### src/rtl/cancel_acc_pkg.sv
// cancel_acc_pkg
//   Shared types and default widths for the cancellation accumulator.
//   - op_t    : request operation (ADD, CLEAR, QUERY)
//   - state_t : controller state (ST_INIT sweep, ST_RUN)
//   - decode_op() maps the raw 2-bit request opcode onto op_t
//   Optional feature macro used by the design: CANCEL_ACC_SAT_EN.
package cancel_acc_pkg;

   localparam int DEF_CLIENT_W = 5;
   localparam int DEF_AMOUNT_W = 32;
   localparam int DEF_TOTAL_W  = 32;

   typedef enum logic [1:0] {
      OP_ADD   = 2'b00,
      OP_CLEAR = 2'b01,
      OP_QUERY = 2'b10
   } op_t;

   typedef enum logic {
      ST_INIT = 1'b0,
      ST_RUN  = 1'b1
   } state_t;

   // Opcode 2'b11 is reserved and behaves as a QUERY.
   function automatic op_t decode_op(input logic [1:0] raw);
      case (raw)
         2'b00:   return OP_ADD;
         2'b01:   return OP_CLEAR;
         default: return OP_QUERY;
      endcase
   endfunction

endpackage

### src/rtl/cancel_acc_ram.sv
// cancel_acc_ram
//   Simple dual-port table, DEPTH = 2**ADDR_W words of DATA_W bits.
//   One write port and one read port on the same clock. The read is
//   registered (data appears the cycle after raddr is sampled) and returns
//   the pre-write contents when raddr == waddr on the same edge.
//   No reset: the owner zeroes the contents with a write sweep.
//   Ports:
//     clk            clock
//     we/waddr/wdata write port
//     raddr          read address, sampled every edge
//     rdata          read data, valid one cycle after raddr
module cancel_acc_ram #(
   parameter int ADDR_W = 5,
   parameter int DATA_W = 32
) (
   input  logic              clk,
   input  logic              we,
   input  logic [ADDR_W-1:0] waddr,
   input  logic [DATA_W-1:0] wdata,
   input  logic [ADDR_W-1:0] raddr,
   output logic [DATA_W-1:0] rdata
);

   logic [DATA_W-1:0] mem [2**ADDR_W];

   // Read and write in the same block with non-blocking assignments:
   // the read observes the old word on an address collision.
   always_ff @(posedge clk) begin
      if (we) begin
         mem[waddr] <= wdata;
      end
      rdata <= mem[raddr];
   end

endmodule

### src/rtl/cancel_accumulator.sv
// cancel_accumulator
//   Per-client running totals kept in a synchronous-read table, updated by
//   ADD / CLEAR / QUERY requests through a 2-stage read-modify-write pipeline.
//   After reset an init sweep zeroes every entry, then the unit accepts one
//   request per cycle forever. Each accepted request yields one result beat.
//
//   Handshake: a request transfers on a rising edge where in_valid && in_ready.
//   in_ready depends only on the controller state (low during the sweep, high
//   afterwards). out_valid is a one-cycle strobe with no backpressure; the
//   result of a request accepted at edge N is presented after edge N+1.
//
//   Ports:
//     clk, rst_n          clock, asynchronous active-low reset
//     in_valid/in_ready   request handshake
//     in_client_id        target client
//     in_op               00 ADD, 01 CLEAR, 10/11 QUERY
//     in_amount           addend for ADD
//     out_valid           result strobe
//     out_client_id       client of the result
//     out_total           ADD: new total; CLEAR/QUERY: total before the op
//     out_sat             ADD saturated on this beat
//     dbg_state           controller state, for observation only
//
//   Optional feature: define CANCEL_ACC_SAT_EN to saturate ADD at the maximum
//   total instead of wrapping; when undefined out_sat is always 0.
module cancel_accumulator
   import cancel_acc_pkg::*;
#(
   parameter int CLIENT_W = DEF_CLIENT_W,
   parameter int AMOUNT_W = DEF_AMOUNT_W,
   parameter int TOTAL_W  = DEF_TOTAL_W
) (
   input  logic                clk,
   input  logic                rst_n,
   input  logic                in_valid,
   output logic                in_ready,
   input  logic [CLIENT_W-1:0] in_client_id,
   input  logic [1:0]          in_op,
   input  logic [AMOUNT_W-1:0] in_amount,
   output logic                out_valid,
   output logic [CLIENT_W-1:0] out_client_id,
   output logic [TOTAL_W-1:0]  out_total,
   output logic                out_sat,
   output state_t              dbg_state
);

   // ---------------------------------------------------------------- control
   state_t              state_q, state_d;
   logic [CLIENT_W-1:0] init_ptr;
   logic                init_we;

   always_ff @(posedge clk or negedge rst_n) begin
      if (!rst_n) begin
         state_q  <= ST_INIT;
         init_ptr <= '0;
      end else begin
         state_q <= state_d;
         if (state_q == ST_INIT) begin
            init_ptr <= init_ptr + 1'b1;
         end
      end
   end

   always_comb begin
      state_d  = state_q;
      in_ready = 1'b0;
      init_we  = 1'b0;
      case (state_q)
         ST_INIT: begin
            init_we = 1'b1;
            if (&init_ptr) begin
               state_d = ST_RUN;
            end
         end
         ST_RUN: begin
            in_ready = 1'b1;
         end
         default: begin
            state_d = ST_INIT;
         end
      endcase
   end

   assign dbg_state = state_q;

   // --------------------------------------------------------------- stage 0
   logic                accept;
   logic                s1_valid;
   logic [CLIENT_W-1:0] s1_client;
   op_t                 s1_op;
   logic [AMOUNT_W-1:0] s1_amount;
   logic                s1_fwd;
   logic [TOTAL_W-1:0]  fwd_total;

   assign accept = in_valid && in_ready;

   // s1_fwd marks that the request ahead of this one targets the same client
   // and writes on this very edge, so the RAM read issued now is stale.
   always_ff @(posedge clk or negedge rst_n) begin
      if (!rst_n) begin
         s1_valid  <= 1'b0;
         s1_client <= '0;
         s1_op     <= OP_QUERY;
         s1_amount <= '0;
         s1_fwd    <= 1'b0;
      end else begin
         s1_valid <= accept;
         if (accept) begin
            s1_client <= in_client_id;
            s1_op     <= decode_op(in_op);
            s1_amount <= in_amount;
            s1_fwd    <= s1_valid && (s1_client == in_client_id);
         end
      end
   end

   // ------------------------------------------------------------------ table
   logic                ram_we;
   logic [CLIENT_W-1:0] ram_waddr;
   logic [TOTAL_W-1:0]  ram_wdata;
   logic [TOTAL_W-1:0]  ram_rdata;
   logic [TOTAL_W-1:0]  new_total;

   // Writes are gated by rst_n so nothing lands in the table while reset is held.
   assign ram_we    = rst_n && (init_we || (s1_valid && s1_op != OP_QUERY));
   assign ram_waddr = init_we ? init_ptr : s1_client;
   assign ram_wdata = init_we ? '0 : new_total;

   cancel_acc_ram #(
      .ADDR_W (CLIENT_W),
      .DATA_W (TOTAL_W)
   ) u_ram (
      .clk   (clk),
      .we    (ram_we),
      .waddr (ram_waddr),
      .wdata (ram_wdata),
      .raddr (in_client_id),
      .rdata (ram_rdata)
   );

   // --------------------------------------------------------------- stage 1
   logic [TOTAL_W-1:0] old_total;
   logic [TOTAL_W-1:0] add_total;
   logic               add_sat;

   assign old_total = s1_fwd ? fwd_total : ram_rdata;

`ifdef CANCEL_ACC_SAT_EN
   logic [TOTAL_W:0] sum_wide;
   assign sum_wide  = {1'b0, old_total} + (TOTAL_W+1)'(s1_amount);
   assign add_sat   = sum_wide[TOTAL_W];
   assign add_total = add_sat ? {TOTAL_W{1'b1}} : sum_wide[TOTAL_W-1:0];
`else
   assign add_sat   = 1'b0;
   assign add_total = old_total + TOTAL_W'(s1_amount);
`endif

   always_comb begin
      new_total = old_total;
      case (s1_op)
         OP_ADD:   new_total = add_total;
         OP_CLEAR: new_total = '0;
         default:  new_total = old_total;
      endcase
   end

   // fwd_total holds the value the table holds for s1_client after this edge,
   // which differs from out_total for CLEAR (reported old, stored zero).
   always_ff @(posedge clk or negedge rst_n) begin
      if (!rst_n) begin
         fwd_total     <= '0;
         out_valid     <= 1'b0;
         out_client_id <= '0;
         out_total     <= '0;
         out_sat       <= 1'b0;
      end else begin
         out_valid <= s1_valid;
         if (s1_valid) begin
            fwd_total     <= new_total;
            out_client_id <= s1_client;
            out_total     <= (s1_op == OP_ADD) ? new_total : old_total;
            out_sat       <= (s1_op == OP_ADD) && add_sat;
         end
      end
   end

endmodule

### config.mk
export PLATFORM = sky130hd
export DESIGN_NAME = cancel_accumulator
export DESIGN_NICKNAME = d
export VERILOG_FILES = /design/src/rtl/cancel_acc_pkg.sv /design/src/rtl/cancel_acc_ram.sv /design/src/rtl/cancel_accumulator.sv
export SDC_FILE = /design/constraint.sdc
export NUM_CORES = 1
export LEC_CHECK = 0
export ABC_AREA = 1
export CAP_MARGIN = 20
export CORE_UTILIZATION = 30
export DETAILED_ROUTE_END_ITERATION = 10
export GPL_TIMING_DRIVEN = 0
export PLACE_DENSITY_LB_ADDON = 0.12
export SYNTH_ARGS = -nofsm -noshare
export SYNTH_HDL_FRONTEND = slang
export SYNTH_SLANG_ARGS = --single-unit
### constraint.sdc
create_clock -name clk -period 6.9 [get_ports clk]
set_clock_uncertainty 0.2 [all_clocks]
set_input_delay 0.69 -clock clk [delete_from_list [all_inputs] [get_ports clk]]
set_output_delay 0.69 -clock clk [all_outputs]
set_load 0.01 [all_outputs]
# [Word level (Yosys, flattened, before mapping)]
# Memories as Yosys holds them, arrays and structs flattened. A register that Yosys moved wholly into a read port is not among the register bits.
# Cells that the tools add are included.
[op_classes] n_addsub=2 eq_ne=4 mux=12 n_reduce_logical=8
[op_table] cell="32-bit two-way mux" n=3
[op_table] cell="32-bit case mux with 2 select lines" n=1
[op_table] cell="32-bit adder" n=1
[op_table] cell="1-bit two-way mux" n=6
[op_table] cell="5-bit by 1-bit adder with 5-bit output (second input constant)" n=1
[op_table] cell="5-bit == test" n=1
[op_table] cell="5-bit two-way mux" n=1
[op_table] cell="5-bit AND reduction" n=1
[op_table] cell="2-bit by 1-bit == test with 1-bit output (second input constant)" n=2
[op_table] cell="1-bit logical AND" n=4
[op_table] cell="2-bit zero test" n=2
[op_table] cell="2-bit case mux with 2 select lines" n=1
[op_table] cell="2-bit != test (second input constant)" n=1
[op_table] cell="1-bit logical OR" n=1
[word_totals] regBits=117 ram_bits=1024 inputBits=42 output_inout_bits=41 elab_cells=38 memories=1
[mem_list] name="u_ram.mem" words=32 word_bits=32 read_ports=1 rd_ports_with_merged_regs=1 write_ports=1 line="cancel_acc_ram.sv:24" source="logic [DATA_W-1:0] mem [2**ADDR_W];"

# [Depth between registers and ports, before layout]
# Gate-level depths: netlist of the first run.
[logic_depth] depth_word=6 mapped_depth=20 depth_no_buf=18

# [Cells and area by module]
# From an unflattened synthesis of the first run, not the netlist that was laid out.
[unflattened] cells_unflattened=4720 area_unflattened_um2=50344.5
[modules_own_cells] mod="cancel_acc_ram" n_inst=1 cells_each=3536 area_each_um2=42405.7 seq_area_each_um2=31390.1
[modules_own_cells] mod="cancel_accumulator" n_inst=1 cells_each=1184 area_each_um2=7938.9 seq_area_each_um2=2929.1

# [Worst setup path after synthesis of the first run]
# Ideal clock, no wire load.
[synth_path] kind="register to register" start="register s1_fwd" end="memory u_ram.mem[0][24] (data pin)" setup_time_ps=377 arrival_ps=3311 t_required_ps=6323 slack_ps=3012 path_stages_with_launch=17 path_buffers=1 synth_period_minus_slack_ps=3888 path_cell_list="dfrtp_1 inv_1 clkbuf_1 o21ai_0 ha_1 fa_1 nand3_1 nand3_1 nand2_1 nand2_1 nand2_1 nand2_1 nand2_1 nand2_1 nand2_1 nand3_1 a21oi_1"
[synth_between] elab_chain_cells=4
[synth_lines] element="from (decl)" line="cancel_accumulator.sv:92" source="logic s1_fwd;"
[synth_lines] element="from (signal assigned)" line="cancel_accumulator.sv:112" source="s1_fwd <= s1_valid && (s1_client == in_client_id);"
[synth_lines] element="32-bit two-way mux (*)" line="cancel_accumulator.sv:146" source="assign old_total = s1_fwd ? fwd_total : ram_rdata;"
[synth_lines] element="32-bit adder" line="cancel_accumulator.sv:155" source="assign add_total = old_total + TOTAL_W'(s1_amount);"
[synth_lines] element="32-bit case mux with 2 select lines (*)" line="cancel_accumulator.sv:160" source="case (s1_op)"
[synth_lines] element="32-bit two-way mux (*)" line="cancel_accumulator.sv:127" source="assign ram_wdata = init_we ? '0 : new_total;"
[synth_lines] element="via ram_wdata[24]" line="cancel_accumulator.sv:120" source="logic [TOTAL_W-1:0] ram_wdata;"
[synth_lines] element="to (decl)" line="cancel_acc_ram.sv:24"
# Mark *: on every way through the listed nets, which the timed path passes. The rest lies on a longest branch.

# [Final worst setup path of the first run]
[layout_path] start="register s1_fwd" end="memory u_ram.mem[23][16] (data pin)"
# Same word-level chain as after synthesis.

==> impl_results.md, run 1 <==
- Leak: 20.20 nW
- Pint: 13.08 mW
- Vias/cell: 5.290
- NetSw: 5.061 mW
- Most common cell after layout, fill and taps aside: edfxtp_1
- Post-synth top area cell: edfxtp_1
- Antenna Nets Post-Route: 0
- Post-synthesis compound-gate area fraction: 0.1285
- Most frequent cells in the layout: edfxtp_1, nor2_1, nand2_1, o21ai_0, o221ai_1
- Drt total wl: 196.2 mm
- CP Max Fanout: 18
- Reg2reg start: s1_fwd
- RSZ-0062 raised after global routing: no
- Die Ht: 403.2 um
- Status: finished, final reports clean
- Flop pwr share: 0.458
- DR iter-0 viols: 3597
- Worst-skew pair later-pin latency: 0.78 ns
- Global-route wire length before repair: 269.3 mm
- Cell Area, Synth: 48280 um^2
- Flops & latches, synth: 1173
- Setup WS pre-CTS: 1.972 ns
- Hold WS: 0.1826 ns
- Synth unique cells: 43
- Net Sw Frac: 0.2790
- Yosys top cell area share: 0.6369
- Setup_tns: 0 ns
- Design area: 58370 um^2
- Initial antenna violation count: 11
- CP Launch Type: register
- Worst Max-Slew Pin Slew: 1.207 ns
- Via count: 35.14k
- Final setup violation count: 0
- Vias in the first global route: 33.75k
- Period utilization: 0.7240
- Placed cell areas: 53970 um^2
- Logic pwr share: 0.145
- Worst-path clk slew: 0.06 ns
- VDD IR max: 0.2670 mV
- DRT Pass-1 Iters: 6
- HPWL after DPL: 137.2 mm
- I/O pin cnt: 83
- WL met3: 13.05 mm
- Clock buffer depth: 3
- Port bufs: 78
- Synth Area in Simple Gates: 0.1141
- Ys flop type: edfxtp_1
- CTS root buffer: clkbuf_16
- DIE AREA: 162500 um^2
- Share of layout cells above drive strength 1: 0.09724
- Met2 routed WL: 90.64 mm
- Total core area: 159100 um^2
- Post-synthesis mux area share: 0
- Largest net degree at the start of global routing: 82
- Total global routing track utilization: 0.2380
- Final net count: 4463
- Global route overflow: 0
- Area growth from synthesis to layout: 20.90%
- Detail-routed net length per standard cell: 29.53 um
- Max Freq: 200.2 MHz
- PD cells: 310.8 nW/um^2
- Critical path launch point: s1_fwd
- Starting Density: 0.3034
- Largest family of logic cells by synthesized area: compound AO/OA/AOI/OAI gates
- Final WS setup: 1.904 ns
- Async set or reset register ratio after synthesis: 0.09974
- Critical Path End Type: register
- Sequential share of the synthesized area: 0.7109
- Top sig layer: met5
- Max-cap viol count: 0
- Max Slew Vio Count: 0
- Area contributors post-synth: edfxtp_1, dfrtp_1, o21ai_0
- XOR/XNOR Fraction of Synth Area: 0.001088
- Clock Power Share: 0.397
- Slew Limit Headroom: 0.1956
- DRC: 0
- Met1 WL: 83.99 mm
- Final Hold Viols: 0
- TritonCTS Sinks: 1173
- Final GP Congestion: 0.8771
- Cells after Synth: 4095
- Die W: 403.2 um
- CTS Buf Count: 135
- Number of enable flip-flop cells after synthesis: 1024
- Crit path DAT: 5.40 ns
- TritonCTS clock tree: done
- Syn Area/Cell: 11.79 um^2
- Crit path time final: 4.996 ns
- H-tree levels: 4
- Crit path kind: register to register
- Hold wc startpoint: s1_valid
- Tightest Hold Check Type: register to register
- Ys Warns: 0
- Syn Nets: 4171
- Post-Synth Adder-Cell Area: 0.008967
- FP Rows: 146
- Worst EP required: 7.31 ns
layer usage:
metal | vias to the layer above | track usage
met5 | - | 0
met4 | 6 | 0.09893
met3 | 320 | 0.03984
met2 | 1468 | 0.3810
met1 | 17871 | 0.3194
li1 | 15478 | -
synthesized netlist by cell type, types with 4 or more instances:
master / instances
o21ai_1: 42
o221ai_1: 202
or2_2: 5
a21oi_2: 4
o21ai_0: 560
buf_6: 6
nor2_1: 695
inv_1: 144
o22ai_1: 56
edfxtp_1: 1024
a31oi_1: 48
clkbuf_1: 158
dfrtp_1: 116
dfxtp_1: 32
nor3_1: 4
nand2_1: 578
nand4_1: 4
nand3_1: 122
buf_2: 69
buf_1: 11
clkinv_1: 4
buf_4: 14
a21oi_1: 131
ha_1: 33
power groups by stage:
stage / combinational (mW) / clock, mW / sequential, mW
global route: 2.78 / 7.56 / 8.32
detailed placement: 2.61 / 0 / 8.46
CTS: 2.61 / 7.31 / 8.31
finish: 2.63 / 7.20 / 8.31
global placement: 2.29 / 0 / 8.54
floorplan: 1.11 / 0 / 8.46
registers in the layout (all words and copies together), names as in the netlist, 2 cells and up:
signal and cells:
u_ram.mem 1024, fwd_total 32, out_total 32, s1_amount 32, u_ram.rdata 32, init_ptr 5
out_client_id 5, s1_client 5, s1_op 2
worst paths after layout:
check                                    end  slack (ns)  cells past startpoint
max                        u_ram.mem[23][16]        1.90                     15
min                                out_valid        0.18                      0
max reg2reg                u_ram.mem[23][16]        1.90                     15
min reg2reg                        out_valid        0.18                      0
max in group asynchronous      fwd_total[25]        5.53                      3
min in group asynchronous       s1_amount[7]        0.19                      2
logic make-up after synthesis:
group | Yosys count
xor+xnor | 6
other cells | 1
compound gates | 1053
flops | 1173
fa+ha+maj | 34
buf+inv | 414
simple gates | 1414
worst max-delay path, stage by stage (launching register included):
cell      delay [ns]
dfrtp_1         0.47
inv_1           0.26
clkbuf_1        0.59
o21ai_0         0.32
ha_1            0.35
fa_1            0.50
nand3_1         0.12
nand3_1         0.20
nand2_1         0.11
nand2_1         0.09
nand2_1         0.09
nand2_1         0.13
a21oi_1         0.15
o21ai_0         0.25
a21oi_4         0.71
buf_16          0.23
cell type report:
cell class                      instances  area (um^2)
Sequential cell                      1173        34320
Buffer                                262         1182
Timing Repair Buffer                  155         2411
Inverter                              152        575.6
Clock buffer                          179         3701
Fill cell                           15576       100700
Tap cell                             2146         2685
Clock inverter                         65        686.9
Multi-Input combinational cell       2508        12800
Antenna cell                            3        7.507
metrics by stage:
step	power (mW)	util	cells
after floorplan	9.568	-	4095
after global placement	10.84	0.3252	6319
after detailed placement	11.07	0.3392	6395
after CTS	18.23	0.3668	6640
after global routing	18.67	0.3668	6640
final	18.14	0.3669	6643
repair_timing:
action,in CTS,in global routing
buffers inserted,0,0
hold buffers,1,0
hold endpoints to repair,36,0
resized for setup,0,0
No activity file was read; power rests on OpenSTA's default activity.
==> inputs of run 2 (changes only) <==
clock period = 4.2 ns   (was 6.9 ns; I/O delays follow)
==> run 2 against run 1 <==
Largest power group unchanged. Final cell count up 1.6%. Die area stayed put. Register-to-register slack worse by 1.8 ns. Sequential power rose by 65%. Total power rose by 66%. Via count rose by 0.65%. Wire length rose by 0.84%.
==> impl_results.md, run 2 (synthesized netlist as in run 1, its figures left out) <==
- Vias/cell: 5.243
- H-tree levels: 4
- Detail-routed net length per standard cell: 29.33 um
- Biggest register: u_ram.mem
- Met2 routed WL: 92.21 mm
- Worst-skew pair later-pin latency: 0.78 ns
- Max-cap viol count: 0
- PD cells: 503.3 nW/um^2
- Status: finished, final reports clean
- Global route overflow: 0
- DR iter-0 viols: 3545
- Crit path time final: 4.088 ns
- Max Slew Vio Count: 0
- Starting Density: 0.3034
- Total global routing track utilization: 0.2395
- TritonCTS clock tree: done
- Total core area: 159100 um^2
- Total chip power: 30.10 mW
- Initial antenna violation count: 12
- Final non-filler cell total: 6746
- VDD IR max: 0.4406 mV
- Slew Limit Headroom: 0.2193
- Setup_tns: 0 ns
- Global-route wire length before repair: 270.7 mm
- Via count: 35.37k
- Setup WS pre-CTS: -0.7276 ns
- WL met3: 13.03 mm
- Area growth from synthesis to layout: 23.86%
- Hold wc startpoint: in_amount[4]
- CTS root buffer: clkbuf_16
- Worst Max-Slew Pin Slew: 1.171 ns
- Final WS setup: 0.1119 ns
- Worst-path clk slew: 0.05 ns
- Final setup violation count: 0
- Final core occ: 0.3758
- FP Rows: 146
- Critical path launch point: s1_valid
- Critical Path End Type: register
- CTS Buf Count: 135
- Clock buffer depth: 3
- Period utilization: 0.9733
- Placed Instances: 6395
- Final net count: 4565
- Port bufs: 78
- Tightest Hold Check Type: input pin to register
- DIE AREA: 162500 um^2
- Share of layout cells above drive strength 1: 0.1131
- Largest net degree at the start of global routing: 82
- Vias in the first global route: 33.95k
- Leak: 20.86 nW
- Final Hold Viols: 0
- Top sig layer: met5
- DRC: 0
- CP Launch Type: register
- Final GP Congestion: 0.8771
- TritonCTS Sinks: 1173
- HPWL after DPL: 137.2 mm
- Most frequent cells in the layout: edfxtp_1, nor2_1, nand2_1, o21ai_0, o221ai_1
- Antenna Nets Post-Route: 0
- DRT Pass-1 Iters: 5
- Crit path kind: register to register
- Most common cell after layout, fill and taps aside: edfxtp_1
- Worst EP required: 4.47 ns
- Max reg flops: 1024
- Met1 WL: 84.79 mm
- CP Max Fanout: 23
- Fillers: 15.47k
- Drt total wl: 197.8 mm
- Max Freq: 244.6 MHz
- I/O pin cnt: 83
- Die Ht: 403.2 um
- Die W: 403.2 um
- Reg2reg start: s1_valid
- Crit path DAT: 4.36 ns
## run 2: cell count changes in the layout (fill, tap and decap cells not counted), moves of 2 or more
cell,previous run,this run
dlygate4sd3_1,1,31
buf_4,14,43
buf_12,53,96
clkbuf_1,189,187
o21ai_2,0,4
o21ai_0,560,555
## run 2: final cells by class
class | instances | area (um^2) | share of cell area
Sequential cell | 1173 | 34320 | 0.5739
Multi-Input combinational cell | 2509 | 12840 | 0.2148
Timing Repair Buffer | 257 | 3790 | 0.06338
Clock buffer | 179 | 3701 | 0.06189
Tap cell | 2146 | 2685 | 0.04490
Buffer | 261 | 1182 | 0.01977
Clock inverter | 65 | 686.9 | 0.01149
Inverter | 152 | 579.3 | 0.009688
Antenna cell | 4 | 10.01 | 0.0001674
## run 2: critical path, stage by stage, from the launching register on
cell and delay [ns]:
dfrtp_1 0.34, clkbuf_1 0.46, o21ai_0 0.35, a21boi_0 0.46, nand3_1 0.75, nor2_4 0.90
buf_12 0.30
## run 2: report_power, final
part / switching [mW] / leakage, nW / internal (mW)
Clock: 5.03 / 2.14 / 6.81
Sequential: 0.152 / 10.9 / 13.5
Combinational: 3.22 / 7.82 / 1.39
## run 2: per-layer routing
layer,GRT usage,vias up
li1,-,15669
met1,0.3226,18056
met2,0.3858,1349
met3,0.03921,287
met4,0.09246,10
met5,0,-
## run 2: final timing paths
check                                   endpoint  slack, ns  cells after the start
min in group asynchronous               s1_op[1]       0.55                      3
max in group asynchronous                 s1_fwd       2.79                      4
worst max-delay path            u_ram.mem[24][4]       0.11                      6
worst max register to register  u_ram.mem[24][4]       0.11                      6
worst min register to register         out_valid       0.18                      0
worst min-delay path                s1_amount[4]       0.03                      3
## run 2: metrics by stage
stage / hold slack (ns) / cell area [um^2]
6_report: 0.03254 / 59800
5_1_grt: 0.03029 / 59790
4_1_cts: 0.0009214 / 59190
3_5_place_dp: 0.1571 / 53970
3_3_place_gp: 0.1617 / 51740
2_1_floorplan: -0.07559 / 48280
## run 2: repair_timing
| action | 4_1_cts | 5_1_grt |
|---|---|---|
| pin swaps | 16 | 19 |
| cloned | 1 | 0 |
| hold buffers | 32 | 0 |
| hold endpoints to repair | 146 | 0 |
| gates resized for setup | 11 | 7 |
| setup endpoints to repair | 813 | 913 |
| setup buffers | 25 | 46 |
